[config.mk]
export PLATFORM = sky130hd
export DESIGN_NAME = fc_vector_loader
export DESIGN_NICKNAME = d
export VERILOG_FILES = /design/src/rtl/fc_vector_loader.sv
export SDC_FILE = /design/constraint.sdc
export NUM_CORES = 1
export LEC_CHECK = 0
export CORE_MARGIN = 5
export CORE_UTILIZATION = 50
export CTS_CLUSTER_SIZE = 40
export DETAILED_ROUTE_END_ITERATION = 8
export GPL_TIMING_DRIVEN = 0
export HOLD_SLACK_MARGIN = 0.1
export PLACE_DENSITY = 0.78
export SETUP_SLACK_MARGIN = 0.05
export SYNTH_ARGS = -nofsm -noshare
export SYNTH_HDL_FRONTEND = slang
export SYNTH_SLANG_ARGS = --single-unit
[constraint.sdc]
create_clock -name clk -period 2.1 [get_ports clk]
set_input_delay 0.63 -clock clk [delete_from_list [all_inputs] [get_ports clk]]
set_output_delay 0.63 -clock clk [all_outputs]
set_load 0.03 [all_outputs]
[src/rtl/fc_vector_loader.sv]
// fc_vector_loader
// Serial-to-parallel front end for the fully-connected neuron. Each accepted
// (weight, input) beat goes into a collector slot. The bias is captured on
// element 0. When LAYER_SZ beats have been collected, the full vector set is
// copied to a registered output slot that is presented under valid/ready.
// The collector together with the output slot gives one vector of buffering.
//
// Ports:
//   clk, rst_n                 clock, asynchronous active-low reset
//   in_valid/in_ready          source beat handshake
//   in_weight/in_input         element words (SIZE bits, Q5.11 passthrough)
//   in_bias                    bias, sampled on element-0 beats only
//   in_last                    source framing marker for the final element
//   out_valid/out_ready        vector handshake toward the neuron stage
//   out_weights/out_inputs     packed vectors, element 0 in the MSBs
//   out_bias                   bias of the presented vector
//   err                        sticky framing error
module fc_vector_loader #(
    parameter int SIZE     = 16,
    parameter int LAYER_SZ = 2
) (
    input  logic                     clk,
    input  logic                     rst_n,
    input  logic                     in_valid,
    output logic                     in_ready,
    input  logic [SIZE-1:0]          in_weight,
    input  logic [SIZE-1:0]          in_input,
    input  logic [SIZE-1:0]          in_bias,
    input  logic                     in_last,
    output logic                     out_valid,
    input  logic                     out_ready,
    output logic [LAYER_SZ*SIZE-1:0] out_weights,
    output logic [LAYER_SZ*SIZE-1:0] out_inputs,
    output logic [SIZE-1:0]          out_bias,
    output logic                     err
);

    localparam int            CW   = (LAYER_SZ > 1) ? $clog2(LAYER_SZ) : 1;
    localparam logic [CW-1:0] LAST = CW'(LAYER_SZ - 1);

    typedef enum logic {FILL, HOLD} state_t;

    state_t        state, state_nxt;
    logic [CW-1:0] cnt;

    // Ascending packed range: index 0 lands in the MSBs, which matches the
    // required element ordering without any index arithmetic.
    logic [0:LAYER_SZ-1][SIZE-1:0] col_w, col_x, nxt_w, nxt_x, ow_r, ox_r;
    logic [SIZE-1:0]               col_b, nxt_b;

    logic accept, is_last, early, store, done, slot_free, load;

    assign accept    = in_valid && in_ready;
    assign is_last   = (cnt == LAST);
    // An early in_last consumes the beat and drops the partial vector.
    assign early     = accept && in_last && !is_last;
    assign store     = accept && !early;
    assign done      = accept && is_last;
    assign slot_free = !out_valid || out_ready;
    // HOLD always has out_valid=1, so out_ready alone means a transfer there.
    assign load      = (state == FILL) ? (done && slot_free) : out_ready;

    // The collector contents as they will be after this edge. The output
    // slot loads from this so the final beat reaches it without an extra cycle.
    always_comb begin
        nxt_w = col_w;
        nxt_x = col_x;
        nxt_b = col_b;
        if (store) begin
            nxt_w[cnt] = in_weight;
            nxt_x[cnt] = in_input;
            if (cnt == '0) nxt_b = in_bias;
        end
    end

    always_ff @(posedge clk or negedge rst_n) begin
        if (!rst_n) state <= FILL;
        else        state <= state_nxt;
    end

    always_comb begin
        state_nxt = state;
        case (state)
            FILL: if (done && !slot_free) state_nxt = HOLD;
            HOLD: if (out_ready)          state_nxt = FILL;
            default:                      state_nxt = FILL;
        endcase
    end

    // in_ready is taken straight from the state flop, so out_ready has
    // no combinational path to it.
    always_comb begin
        in_ready = (state == FILL);
    end

    always_ff @(posedge clk or negedge rst_n) begin
        if (!rst_n) begin
            cnt       <= '0;
            col_w     <= '0;
            col_x     <= '0;
            col_b     <= '0;
            ow_r      <= '0;
            ox_r      <= '0;
            out_bias  <= '0;
            out_valid <= 1'b0;
            err       <= 1'b0;
        end else begin
            col_w <= nxt_w;
            col_x <= nxt_x;
            col_b <= nxt_b;

            if (early || done) cnt <= '0;
            else if (store)    cnt <= cnt + 1'b1;

            if (early || (done && !in_last)) err <= 1'b1;

            if (load) begin
                ow_r      <= nxt_w;
                ox_r      <= nxt_x;
                out_bias  <= nxt_b;
                out_valid <= 1'b1;
            end else if (out_valid && out_ready) begin
                out_valid <= 1'b0;
            end
        end
    end

    assign out_weights = ow_r;
    assign out_inputs  = ox_r;

endmodule

# After elaboration in Yosys (flattened, before gate mapping)
# Cells that the tools add are included.
[word_totals] wordCells=55 regBits=164 out_inout_bits=83 inputBits=53
[op_classes] bitwise_logic=2 n_lt_le_gt_ge=2 n_addsub=1 mux=16 n_reduce_logical=20
[ops] cell="$bwmux W32" count=2
[ops] cell="$mux W32" count=2
[ops] cell="$mux W16" count=3
[ops] cell="$demux W16 S1" count=1
[ops] cell="$logic_and A1 B1 Y1" count=10
[ops] cell="$mux W1" count=7
[ops] cell="$logic_not A1 Y1" count=5
[ops] cell="$reduce_bool A2 Y1" count=2
[ops] cell="$logic_or A1 B1 Y1" count=3
[ops] cell="$ge A2 B2 Y1 const B" count=1
[ops] cell="$lt A2 B1 Y1 const B" count=1
[ops] cell="$not A1 Y2" count=1
[ops] cell="$pmux W1 S2" count=1
[ops] cell="$add A1 B1 Y1 const B" count=1
[ops] cell="$not A1 Y1" count=1

# Logic depth before layout (Yosys ltp)
[logic_depth] ltp_word=8 depth_mapped=6 depth_no_buf=3

# Worst setup path before layout
# No wires, ideal clock.
[synth_path] path_kind="input -> register" start="in in_last" end="reg out_bias[10]" cell_stages=5 required_ps=1975 setup_slack_ps=128 setup_ps=125 arrival_time_ps=1847 n_path_buf=2 cell_sequence="nor4b_4 > buf_6 > buf_8 > mux2_4 > mux2_2"
[synth_between] elab_chain_len=5
[synth_lines] element="start: declaration" line_no="29" rtl="input logic in_last,"
[synth_lines] element="$logic_and A1 B1 Y1 (2 in series)" line_no="56" rtl="assign early = accept && in_last && !is_last;"
[synth_lines] element="$logic_not A1 Y1" line_no="57" rtl="assign store = accept && !early;"
[synth_lines] element="$logic_and A1 B1 Y1" line_no="57"
[synth_lines] element="$mux W16" line_no="69" rtl="if (store) begin"
[synth_lines] element="via nxt_b[10]" line_no="49" rtl="logic [SIZE-1:0] col_b, nxt_b;"
[synth_lines] element="end signal: assignment" line_no="120" rtl="out_bias <= nxt_b;"
[synth_lines] element="end: declaration" line_no="34" rtl="output logic [SIZE-1:0] out_bias,"
# The timed path passes the listed nets, and every way through them passes these cells.
# A chain may end at the register's enable or synchronous reset.

# Worst setup path in the final report
[layout_path] start="reg state" end="out in_ready"
[layout_between] elab_chain_len=1
[layout_lines] element="start: declaration" line_no="43" rtl="state_t state, state_nxt;"
[layout_lines] element="start signal: assignment" line_no="78" rtl="else state <= state_nxt;"
[layout_lines] element="$not A1 Y1"
[layout_lines] element="end: declaration" line_no="25" rtl="output logic in_ready,"
# No other way between the ends.

==> out/metrics.cfg <==
[setup_path]
r2r_cells=7
worstPathCellList=inv_1 -> clkdlybuf4s15_1
worst-path-stages=2
path_delay_family=buffers and inverters
max_stage_delay_ns=0.46
crit_type=reg -> out
rr_startpoint=cnt$_DFFE_PN0P_
critPathLaunchType=flop
crit_path_end_kind=output pin
required_ns=1.47
crit_end=in_ready
crit_path_start=state$_DFF_PN0_
slowest_stage=dfrtp_1
worstReg2RegEnd=out_bias[6]$_DFFE_PN0P_
r2r_slack_ns=0.17
worstPathArrival_ns=1.41
crit_buf_inv=2
path_max_fanout=6

[clock_network]
clock_latency_ns=0.42
clock_tree.root_cell=clkbuf_16
clock_sinks=164
clock_path_buffers=2
cts-htree-levels=4
cts_tree=built
clkTransAtPathRegs_ns=0.06
cts_buffers=17
cts_hold_buf=0

[timing]
clock_skew_ns=0.006240
rsz0062_at_grt=true
tns_ns=0
finalMaxSlewViolations=0
worstMarginPinSlew_ns=0.6155
fmax_mhz=491.2
period_share_pct=96.95
period_minus_slack_ns=2.036
slew_headroom_pct=58.96
hold_viol_final=0
setup_viol=0

[floorplan]
rows=40
die_x_um=121.3
pin_count=136
start_util_pct=51.37
core_area_sq_um=12060
die_area_sq_um=14720
dieHeight_um=121.3

[route]
firstDrtPassIters=4
highest_layer=met4
final_antenna_net_count=0
post_drt_wl_per_cell_um=18.40
wl_met2_mm=6.381
vias=3452
vias_per_cell=4.974
wl_met1_mm=5.422
drt-total-wl_mm=12.77
wl_met3_um=697
drt_first_iter_violations=156
drc=0

[placement]
dp_hpwl_mm=8.679
place.gp.congestion=0.7466
placed_area_sq_um=7786
numPortBuffers=135

[logic_synthesis]
synth.distinct_cells=18
synth_nets=409
syn_inst=356
synth_area_sq_um=6196
yosys_warnings=0
syn_avg_cell_area_sq_um=17.40
yosysSeqAreaShare_pct=66.24
ys_seq_elements=164

[cells_and_area]
diodes=0
fillers=856
final_net_count=566
final_area_sq_um=8346
fin_util_pct=69.19
seqCellArea_sq_um=4104
area_growth_pct=34.69
multi_input_area_sq_um=1948
drive_gt1_share_pct=40.68

[job]
max_cap_viol_count=0

[power]
power_density_nw_per_um2=1540
leakage_nw=3.732
ir_drop_mv=0.7577
power_mw=12.85

[grt]
grt_pass1_wl_mm=21.03
grt_usage_pct=18.79
grt-ovfl-total=0
antenna_found_initial=0
grt_pass1_vias=3899
grt_max_degree=99

[outcome]
status=complete, no violations

[worst_hold_path]
hold_path_class=in -> async

[Yosys cell counts]
master    count  area share, %
buf_8         1           0.24
xnor2_1       1           0.14
nor2_1        2           0.12
mux2i_1       1           0.16
o2bb2a_1      1           0.16
dfrtp_1     164             66
buf_6         2           0.36
nand2_1       3           0.18
buf_2         4           0.32
nor4b_4       1           0.38
buf_4        11            1.3
nand3b_4      1           0.32
inv_1         1          0.061
a21o_1        1           0.12
mux2_2      151             27
mux2_4        9            2.2
a31oi_1       1           0.10
o21bai_1      1           0.12
[per-stage QoR]
| step | hold WS [ns] | worst slack (ns) | cells |
|---|---|---|---|
| 3_3_place_gp | 0.4635 | -5.865 | 659 |
| 2_1_floorplan | 0.3344 | 0.1279 | 356 |
| 3_5_place_dp | 0.4736 | -0.6072 | 660 |
| 6_report | 0.1965 | 0.06408 | 694 |
| 5_1_grt | 0.2407 | 0.01693 | 694 |
| 4_1_cts | 0.2084 | 0.02046 | 693 |
[area by class of cell]
| class | count | area share, % |
|---|---|---|
| clock buffer | 25 | 6.177 |
| sequential | 164 | 49.18 |
| inverter | 1 | 0.04498 |
| buffer | 18 | 1.724 |
| multi-input combinational | 173 | 23.34 |
| clock inverter | 7 | 1.409 |
| timing repair buffer | 138 | 15.61 |
| tap | 168 | 2.519 |
[cell usage in the layout, fill, tap and decap left out, types with 2 or more instances in the layout]
master           Yosys  routed
buf_4               11      11
mux2_4               9       9
dlygate4sd2_1        0      84
dfrtp_1            164     164
nor2_1               2       2
mux2_2             151     151
buf_6                2       4
clkinvlp_4           0       3
nand2_1              3       3
buf_2                4       4
clkdlybuf4s50_1      0      49
clkbuf_8             0       6
clkbuf_1             0       2
clkbuf_16            0      17
bufinv_16            0       3
[kinds of logic after synthesis]
group	Yosys count	synth area share, %
AOI/OAI and AO/OA	4	0.5050
buffers and inverters	19	2.322
DFF	164	66.24
and+or+nand+nor	7	1.010
xor gates and xnor gates	1	0.1414
muxes	161	29.79
[sequential cells by signal (all words and copies together), names as in the netlist]
name         count
cnt              1
state            1
out_inputs      32
col_x           32
out_bias        16
out_valid        1
err              1
col_w           32
col_b           16
out_weights     32
[timing repair]
| item | 4_1_cts | 5_1_grt |
|---|---|---|
| hold endpoints to repair | 0 | 0 |
| gates cloned | 0 | 0 |
| resized for setup | 86 | 1 |
| endpoints found under the setup margin | 149 | 35 |
| pin swaps | 1 | 0 |
| setup buffers | 1 | 1 |
[where the power goes]
group	total (mW)	switching, mW	internal (mW)
clock network	3.25	1.19	2.06
registers	4.92	0.500	4.42
logic	4.67	2.71	1.97
[worst reg2reg max path: cells and delay by family (launching register included)]
kind                   cells  cell delay, ns
and+or+nand+nor            1            0.26
muxes                      2            0.60
DFF                        1            0.37
buffers and inverters      4            0.59
[layer usage]
| metal | up-vias | global-route usage, % |
|---|---|---|
| met1 | 1773 | 23.14 |
| met3 | 20 | 5.221 |
| met5 | - | 0 |
| li1 | 1566 | - |
| met4 | 0 | 8.824 |
| met2 | 93 | 30.71 |
[worst min path at each step]
stage / startpoint / endpoint / slack [ns] / cells after the start
2_1_floorplan: rst_n / cnt$_DFFE_PN0P_ / 0.33 / 0
3_3_place_gp: err$_DFFE_PN0P_ / err$_DFFE_PN0P_ / 0.46 / 1
3_5_place_dp: err$_DFFE_PN0P_ / err$_DFFE_PN0P_ / 0.47 / 1
4_1_cts: rst_n / out_inputs[17]$_DFFE_PN0P_ / 0.21 / 1
5_1_grt: rst_n / col_x[18]$_DFF_PN0_ / 0.24 / 1
6_report: rst_n / out_inputs[17]$_DFFE_PN0P_ / 0.20 / 1
(Power assumes the default switching activity.)
